--- config.mk ---
export PLATFORM = sky130hd
export DESIGN_NAME = spi_xfer_master_flat
export DESIGN_NICKNAME = d
export VERILOG_FILES = /design/src/rtl/spi_xfer_master_if.sv /design/src/rtl/spi_xfer_master.sv /design/src/flat_wrapper.sv
export SDC_FILE = /design/constraint.sdc
export NUM_CORES = 1
export LEC_CHECK = 0
export ABC_AREA = 0
export CAP_MARGIN = 20
export CELL_PAD_IN_SITES_DETAIL_PLACEMENT = 1
export CELL_PAD_IN_SITES_GLOBAL_PLACEMENT = 1
export CORE_MARGIN = 1.5
export CORE_UTILIZATION = 52
export CTS_CLUSTER_DIAMETER = 200
export CTS_CLUSTER_SIZE = 25
export DETAILED_ROUTE_END_ITERATION = 7
export DONT_BUFFER_PORTS = 1
export PLACE_DENSITY = 0.87
export SLEW_MARGIN = 20
export SYNTH_ARGS = -nofsm -noshare
export SYNTH_HDL_FRONTEND = slang
export SYNTH_SLANG_ARGS = --single-unit
export TNS_END_PERCENT = 30
--- constraint.sdc ---
create_clock -name clock -period 7.3 [get_ports clock]
set_input_delay 1.46 -clock clock [delete_from_list [all_inputs] [get_ports clock]]
set_output_delay 1.46 -clock clock [all_outputs]
set_load 0.05 [all_outputs]
--- src/rtl/spi_xfer_master_if.sv ---
// Request/response bus between the SPI register front-end and the SPI transfer engine.
// The front-end uses the master modport; the engine uses the slave modport.
interface spi_xfer_master_if #(
    parameter int unsigned MAX_BITS = 16,
    parameter int unsigned DIV_W    = 8
);
    localparam int unsigned LEN_W = $clog2(MAX_BITS + 1);

    logic                req_valid;
    logic                req_ready;
    logic [MAX_BITS-1:0] req_txdata;
    logic [LEN_W-1:0]    req_len;
    logic [DIV_W-1:0]    req_div;
    logic                rsp_valid;
    logic                rsp_ready;
    logic [MAX_BITS-1:0] rsp_rxdata;

    modport master (
        output req_valid,
        input  req_ready,
        output req_txdata,
        output req_len,
        output req_div,
        input  rsp_valid,
        output rsp_ready,
        input  rsp_rxdata
    );

    modport slave (
        input  req_valid,
        output req_ready,
        input  req_txdata,
        input  req_len,
        input  req_div,
        output rsp_valid,
        input  rsp_ready,
        output rsp_rxdata
    );
endinterface

--- src/rtl/spi_xfer_master.sv ---
// SPI mode-0 master: one command of up to MAX_BITS bits per request, MSB first,
// programmable sck half-period, miso captured at the end of each high phase.
module spi_xfer_master #(
    parameter int unsigned MAX_BITS = 16,
    parameter int unsigned DIV_W    = 8
) (
    input  logic              clock,
    input  logic              reset,
    spi_xfer_master_if.slave  bus,
    output logic              sck,
    output logic              ss,
    output logic              mosi,
    input  logic              miso
);
    localparam int unsigned LEN_W = $clog2(MAX_BITS + 1);

    typedef enum logic [2:0] {
        IDLE,
        SETUP,
        HIGH,
        LOW,
        TAIL,
        RESP
    } state_t;

    state_t              state;
    logic [DIV_W-1:0]    div_q;
    logic [DIV_W-1:0]    hcnt;
    logic [LEN_W-1:0]    len_q;
    logic [LEN_W-1:0]    bitcnt;
    logic [MAX_BITS-1:0] txsr;
    logic [MAX_BITS-1:0] rx;
    logic [MAX_BITS-1:0] rxdata_q;
    logic                rsp_valid_q;

    logic [LEN_W-1:0]    len_eff_c;
    logic [LEN_W-1:0]    shamt_c;
    logic                half_done_c;
    logic                last_bit_c;

    // Length 0 and anything beyond MAX_BITS both mean a full-width transfer.
    always_comb begin
        len_eff_c = bus.req_len;
        if (bus.req_len == LEN_W'(0) || bus.req_len > LEN_W'(MAX_BITS)) begin
            len_eff_c = LEN_W'(MAX_BITS);
        end
        shamt_c     = LEN_W'(MAX_BITS) - len_eff_c;
        half_done_c = (hcnt == div_q);
        last_bit_c  = ((bitcnt + LEN_W'(1)) == len_q);
    end

    assign bus.req_ready  = (state == IDLE) && !reset;
    assign bus.rsp_valid  = rsp_valid_q;
    assign bus.rsp_rxdata = rxdata_q;

    always_ff @(posedge clock) begin
        if (reset) begin
            state       <= IDLE;
            div_q       <= '0;
            hcnt        <= '0;
            len_q       <= '0;
            bitcnt      <= '0;
            txsr        <= '0;
            rx          <= '0;
            rxdata_q    <= '0;
            rsp_valid_q <= 1'b0;
            sck         <= 1'b0;
            ss          <= 1'b1;
            mosi        <= 1'b0;
        end else begin
            case (state)
                IDLE: begin
                    if (bus.req_valid) begin
                        // Left-justify so the first bit to send is always the MSB of txsr.
                        txsr   <= bus.req_txdata << shamt_c;
                        len_q  <= len_eff_c;
                        div_q  <= bus.req_div;
                        rx     <= '0;
                        bitcnt <= '0;
                        hcnt   <= '0;
                        state  <= SETUP;
                    end
                end
                SETUP: begin
                    // First SETUP cycle drops ss; the following H cycles are the setup time.
                    if (ss) begin
                        ss   <= 1'b0;
                        sck  <= 1'b0;
                        mosi <= txsr[MAX_BITS-1];
                    end else if (half_done_c) begin
                        sck   <= 1'b1;
                        hcnt  <= '0;
                        state <= HIGH;
                    end else begin
                        hcnt <= hcnt + DIV_W'(1);
                    end
                end
                HIGH: begin
                    if (half_done_c) begin
                        sck    <= 1'b0;
                        hcnt   <= '0;
                        rx     <= {rx[MAX_BITS-2:0], miso};
                        bitcnt <= bitcnt + LEN_W'(1);
                        if (last_bit_c) begin
                            state <= TAIL;
                        end else begin
                            txsr  <= txsr << 1;
                            mosi  <= txsr[MAX_BITS-2];
                            state <= LOW;
                        end
                    end else begin
                        hcnt <= hcnt + DIV_W'(1);
                    end
                end
                LOW: begin
                    if (half_done_c) begin
                        sck   <= 1'b1;
                        hcnt  <= '0;
                        state <= HIGH;
                    end else begin
                        hcnt <= hcnt + DIV_W'(1);
                    end
                end
                TAIL: begin
                    if (half_done_c) begin
                        ss          <= 1'b1;
                        rsp_valid_q <= 1'b1;
                        rxdata_q    <= rx;
                        hcnt        <= '0;
                        state       <= RESP;
                    end else begin
                        hcnt <= hcnt + DIV_W'(1);
                    end
                end
                RESP: begin
                    if (bus.rsp_ready) begin
                        rsp_valid_q <= 1'b0;
                        mosi        <= 1'b0;
                        state       <= IDLE;
                    end
                end
                default: begin
                    state <= IDLE;
                end
            endcase
        end
    end
endmodule

--- src/flat_wrapper.sv ---
// flat-port wrapper written by rule: the top's interface ports become plain ports
module spi_xfer_master_flat 
#(
    parameter int unsigned MAX_BITS = 16,
    parameter int unsigned DIV_W    = 8
)
  (clock, reset, sck, ss, mosi, miso, bus_req_valid, bus_req_ready, bus_req_txdata, bus_req_len, bus_req_div, bus_rsp_valid, bus_rsp_ready, bus_rsp_rxdata);
  spi_xfer_master_if #(.MAX_BITS(MAX_BITS), .DIV_W(DIV_W)) bus_i ();
  input  logic clock;
  input  logic reset;
  output logic sck;
  output logic ss;
  output logic mosi;
  input  logic miso;
  input wire logic [$bits(bus_i.req_valid)-1:0] bus_req_valid;
  output wire logic [$bits(bus_i.req_ready)-1:0] bus_req_ready;
  input wire logic [$bits(bus_i.req_txdata)-1:0] bus_req_txdata;
  input wire logic [$bits(bus_i.req_len)-1:0] bus_req_len;
  input wire logic [$bits(bus_i.req_div)-1:0] bus_req_div;
  output wire logic [$bits(bus_i.rsp_valid)-1:0] bus_rsp_valid;
  input wire logic [$bits(bus_i.rsp_ready)-1:0] bus_rsp_ready;
  output wire logic [$bits(bus_i.rsp_rxdata)-1:0] bus_rsp_rxdata;
  assign bus_i.req_valid = bus_req_valid;
  assign bus_req_ready = bus_i.req_ready;
  assign bus_i.req_txdata = bus_req_txdata;
  assign bus_i.req_len = bus_req_len;
  assign bus_i.req_div = bus_req_div;
  assign bus_rsp_valid = bus_i.rsp_valid;
  assign bus_i.rsp_ready = bus_rsp_ready;
  assign bus_rsp_rxdata = bus_i.rsp_rxdata;
  spi_xfer_master #(.MAX_BITS(MAX_BITS), .DIV_W(DIV_W)) u_core (.clock(clock), .reset(reset), .bus(bus_i), .sck(sck), .ss(ss), .mosi(mosi), .miso(miso));
endmodule
Yosys cells after proc, flatten, opt, wreduce, memory -nomap -nowiden
Cells that the tools add are included.
{ "totals": {"mem_bits_rw": 0, "memories": 0, "in_bits": 34, "latchBits": 0, "rom_bits": 0, "regBits": 81, "out_inout_bits": 21, "elab_cells": 88} }
{ "classes": {"div": 0, "mux": 35, "addsub": 3, "mul": 0, "n_eq_ne": 14, "bitwise": 0, "order_cmp": 1, "shifts": 1, "reduce_logical": 22} }
{ "op_table": {"columns": ["op", "n"], "rows": [
  ["16-bit two-way mux", 5],
  ["16-bit case mux with 2 select lines", 2],
  ["8-bit two-way mux", 3],
  ["8-bit case mux with 3 select lines", 1],
  ["3-bit two-way mux", 7],
  ["3-bit case mux with 6 select lines", 1],
  ["16-bit by 5-bit << shifter with 16-bit output", 1],
  ["5-bit two-way mux", 3],
  ["5-bit case mux with 2 select lines", 1],
  ["5-bit AND reduction", 2],
  ["3-bit AND reduction", 3],
  ["3-bit nonzero test", 3],
  ["8-bit by 1-bit adder with 8-bit output (second input constant)", 1],
  ["8-bit equality test", 1],
  ["1-bit two-way mux", 8],
  ["2-bit != test (second input constant)", 4],
  ["2-bit AND reduction", 4],
  ["3-bit by 2-bit equality test with 1-bit output (second input constant)", 2],
  ["3-bit equality test (second input constant)", 2],
  ["2-bit by 1-bit != test with 1-bit output (second input constant)", 3],
  ["1-bit case mux with 3 select lines", 2],
  ["2-bit nonzero test", 3],
  ["5-bit by 1-bit adder with 5-bit output (second input constant)", 1],
  ["5-bit equality test", 1],
  ["11 further kinds", 12]
]} }

Depth between registers and ports, before layout
{ "depth": {"ltp_word": 7, "ltp_mapped": 16, "mapped_depth_nobuf": 12} }

Worst setup path before layout
OpenSTA, ideal clock, no wires.
{ "synth_path": {"kind": "input to register", "startpoint": "input bus_req_len[0]", "endpoint": "register u_core.txsr[13]", "t_required_ns": 7.209, "arrival_ns": 4.414, "path_stages": 15, "n_path_buf": 3, "setup_time_ns": 0.091, "setup_slack_ns": 2.795, "path_cell_list": "buf_6 > nor4_1 > inv_1 > ha_1 > and2b_4 > buf_8 > inv_2 > ha_1 > buf_4 > inv_2 > xnor2_2 > mux2_1 > o22ai_1 > a22oi_1 > a311oi_1"} }
{ "synth_between": {"elab_chain_cells": 7, "elab_cells_between_ends": 8, "classes_between": "add/sub (1); order compare (1); shift (1); mux (3); reduce/logical (2)"} }
{ "synth_lines": {"columns": ["item", "line_no", "rtl"], "rows": [
  ["from (decl)", "flat_wrapper.sv:18", "input wire logic [$bits(bus_i.req_len)-1:0] bus_req_len;"],
  ["5-bit greater-than comparator or 5-bit logical NOT (tied branches)", "spi_xfer_master.sv:44", "if (bus.req_len == LEN_W'(0) || bus.req_len > LEN_W'(MAX_BITS)) begin"],
  ["1-bit logical OR", "spi_xfer_master.sv:44", null],
  ["5-bit two-way mux (*)", "spi_xfer_master.sv:44", null],
  ["5-bit subtractor (*)", "spi_xfer_master.sv:47", "shamt_c = LEN_W'(MAX_BITS) - len_eff_c;"],
  ["16-bit by 5-bit << shifter with 16-bit output (*)", "spi_xfer_master.sv:75", "txsr <= bus.req_txdata << shamt_c;"],
  ["16-bit two-way mux (*)", "spi_xfer_master.sv:73", "if (bus.req_valid) begin"],
  ["16-bit case mux with 2 select lines (*)", "spi_xfer_master.sv:71", "case (state)"],
  ["to (signal assigned)", "spi_xfer_master.sv:75", null],
  ["to (signal assigned)", "spi_xfer_master.sv:107", "txsr <= txsr << 1;"],
  ["to (decl)", "spi_xfer_master.sv:31", "logic [MAX_BITS-1:0] txsr;"]
]} }
Mark *: on every way between the ends. The rest lies on a longest branch, timed or not. The select of a mux whose other input is x is not followed.
A chain may end at the register's enable or synchronous reset.

Worst setup path after layout
{ "layout_path": {"startpoint": "input bus_req_len[0]", "endpoint": "register u_core.txsr[11]"} }
Same word-level chain as after synthesis.

==> summary.txt <==
Finish
  – Nets: between 500 and 600
  – Post-layout util: 0.552
  – Filler cells: approximately 1000
  – Commonest cells after routing, fill and taps aside: dfxtp_1 (81), nand2_1 (59), nor2_1 (57)
  – Most common cell after layout, fill and taps aside: dfxtp_1
  – Finished Cell Area: between 4000 and 5000 µm²
  – Area Growth Syn to Fin: 3.25%
  – Proportion of layout cells with a drive suffix above 1: 0.0951
  – N_diodes: 0

Routing
  – Post-route ant nets: 0
  – WL final: approximately 13000 µm
  – DRC: 0
  – Vias: a little over 4000
  – Vias per inst: between 6 and 7
  – First-pass DRT Iterations: 5
  – Iter 0 DRT Violations: 312
  – Per-cell routed wire length: 19.8 µm

Power
  – P_sw: 0.347 mW
  – Power Density: 227 nW/µm²
  – Sw frac: 0.318
  – Max VDD drop: ~0.12 mV
  – Int Pwr: between 0.7 and 0.8 mW
  – Leakage: 1.85 nW
  – Logic pwr share: 0.203
  – Sequential power share: 0.442
  – Design Power: 1.09 mW
  – Clk pwr share: 0.355

Synth
  – Post-synth EDFFs: 0
  – Syn_nets: between 500 and 600
  – Main synth FF type: dfxtp_1
  – Synthesized netlist cell count: approximately 550
  – Yosys top cell by area: dfxtp_1
  – Synth top area cells: dfxtp_1 (35%), mux2i_1 (7.5%), a21oi_1 (5.8%), nand2_1 (4.7%), nor2_1 (4.6%)
  – Syn avg cell area: around 8.5 µm²
  – Top cell type's share of synthesized area: 0.348
  – Synth async-reset ratio: 0
  – Synth unique cells: just under 70
  – Seq cells post-synth: 81
  – Seq/Total Area, Yosys: 0.348
  – Synth Warn #: 0
  – Mapped cell area: roughly 4700 µm²

Die
  – Die Span Y: between 90 and 100 µm
  – # rows: 34
  – Full die area: between 9000 and 10000 µm²
  – Ports: 55
  – Core area: between 8000 and 9000 µm²
  – Initial core utilization: 0.535
  – Die Wd: roughly 98 µm

STA
  – Final Hold Fails: 0
  – Tcrit/Tclk final: 0.685
  – Clk_skew: around 0.018 ns
  – Endpoints failing setup: 0
  – Slew margin rel.: 0.421
  – Slew Limit Fails: 0
  – Final min period: between 5 and 6 ns
  – Sum Neg Setup Slack: 0 ns
  – Hold WS: 0.466 ns
  – Worst-margin pin slew: roughly 0.87 ns
  – RSZ-0062 raised after global routing: no
  – Fmax: between 150 and 200 MHz

Critical path
  – Crit path DAT: roughly 5.3 ns
  – WS Path Type: in -> reg
  – Critical Path RT: about 7.6 ns
  – FF-to-FF Start: u_core.state[2]
  – CP Launch Point: bus_req_len[0]
  – Crit-path max FO: 17
  – Crit end category: flop
  – Kind of start point of the critical path: input pin
  – R2r setup slk: roughly 4 ns

Clock tree
  – # H-tree levels: 3
  – CTS tree: built
  – CTS Root Cell: clkbuf_8
  – CTS Buf Count: 9
  – Clock transition at path regs: roughly 0.090 ns
  – # Post-CTS Setup Buffers: 0
  – Clock sink count: 81
  – CTS Hold Bufs: 0
  – Post-cts sizing count: 0
  – Later-pin clock latency in the skew report: approximately 0.37 ns
  – Bufs on Longest Clock Path: 2

GRT
  – Initial antenna violation count: 0
  – Largest net degree at the start of global routing: 83
  – Total global-route track usage: 0.266
  – Vias in the first global route: between 4000 and 5000
  – GRT overflow: 0
  – First-pass GRT wire length: 20900 µm

Hold path
  – Hold Path Class: reg -> reg
  – Min-delay src: u_core.div_q[7]

Job
  – Max-cap violations: 0

Run status
  – Status: finished, final reports clean

Placement
  – I/O Buffers: 0
  – Dpl hpwl: 8400 µm
  – Placer Congestion: between 0.8 and 0.9
  – DP Area: 4580 µm²
cell type report:
cell class / instances / area (µm²) / share of cell area
clock buffer: 9 / 124 / 0.0257
clock inverter: 7 / 105 / 0.0218
inverter: 14 / 52.6 / 0.0109
multi-input combinational: 412 / 2750 / 0.572
sequential: 81 / 1620 / 0.337
tap: 108 / 135 / 0.0281
timing repair buffer: 3 / 22.5 / 0.00468
cells by family (layout without fill, tap and decap cells):
group | count (synthesis) | in the layout | share of synthesized area
multiplexers | 46 | 46 | 0.124
flip-flops | 81 | 81 | 0.348
XOR/XNOR | 17 | 17 | 0.0351
AO/OA/AOI/OAI | 137 | 137 | 0.192
adder cells (fa/ha/maj) | 4 | 4 | 0.0107
AND/OR/NAND/NOR | 208 | 208 | 0.227
buffers and inverters | 58 | 33 | 0.0631
per-stage QoR:
stage	worst slack, ns	std cells
floorplan	2.80	551
global placement	2.13	618
detailed placement	1.96	618
CTS	2.31	634
global route	1.95	634
finish	2.30	634
path summary, 6_finish.rpt:
kind,cells past startpoint,end
max reg2reg,6,u_core.txsr[3]
max,12,u_core.txsr[11]
min,2,u_core.div_q[7]
min reg2reg,2,u_core.div_q[7]
flip-flops by register name, indices dropped and copies added (netlist names):
register and flops:
u_core.bitcnt 5, u_core.bus.rsp_rxdata 16, u_core.bus.rsp_valid 1, u_core.div_q 8
u_core.hcnt 8, u_core.len_q 5, u_core.mosi 1, u_core.rx 16
u_core.sck 1, u_core.ss 1, u_core.state 3, u_core.txsr 16
Yosys cell counts, drive strengths merged (2+ instances only):
| cell | n |
|---|---|
| and2 | 2 |
| mux2 | 2 |
| nor4 | 5 |
| a41oi | 3 |
| and3 | 9 |
| nand3b | 6 |
| a311oi | 5 |
| xnor2 | 5 |
| xor2 | 12 |
| a32oi | 8 |
| o31a | 2 |
| nand3 | 28 |
| nor3b | 3 |
| nor2b | 6 |
| buf | 21 |
| and2b | 2 |
| clkbuf | 23 |
| mux2i | 35 |
| or3 | 4 |
| nand2b | 5 |
| nor3 | 12 |
| ha | 4 |
| o21ai | 21 |
| inv | 14 |
| nand2 | 59 |
| mux4 | 9 |
| a22oi | 10 |
| o211ai | 6 |
| a21oi | 55 |
| nor2 | 58 |
| o22ai | 4 |
| nand4 | 4 |
| a31oi | 2 |
| dfxtp | 81 |
| a211oi | 11 |
power by group through the flow:
stage               Clock [mW]  Combinational [mW]  Sequential (mW)
detailed placement           0               0.216            0.492
CTS                      0.392               0.219            0.483
global placement             0               0.206            0.492
finish                   0.387               0.221            0.482
global route             0.409               0.241            0.486
floorplan                    0               0.190            0.485
per-layer routing:
layer / up-vias / global-route usage / routed length, µm
li1: 1926 / - / -
met1: 2029 / 0.350 / 5590
met2: 117 / 0.438 / 6000
met3: 25 / 0.0604 / 697
met4: 0 / 0.0824 / 245
met5: - / 0 / 0
worst max-delay path: stages:
cell      delay (ns)
nor4_1          0.45
inv_1           0.10
ha_1            0.54
and2b_4         0.33
inv_2           0.17
ha_1            0.44
inv_2           0.16
or4_4           0.56
a21oi_2         0.45
a32o_1          0.26
a41oi_1         0.05
a311oi_1        0.29
Power figures use the tool's default switching activity.
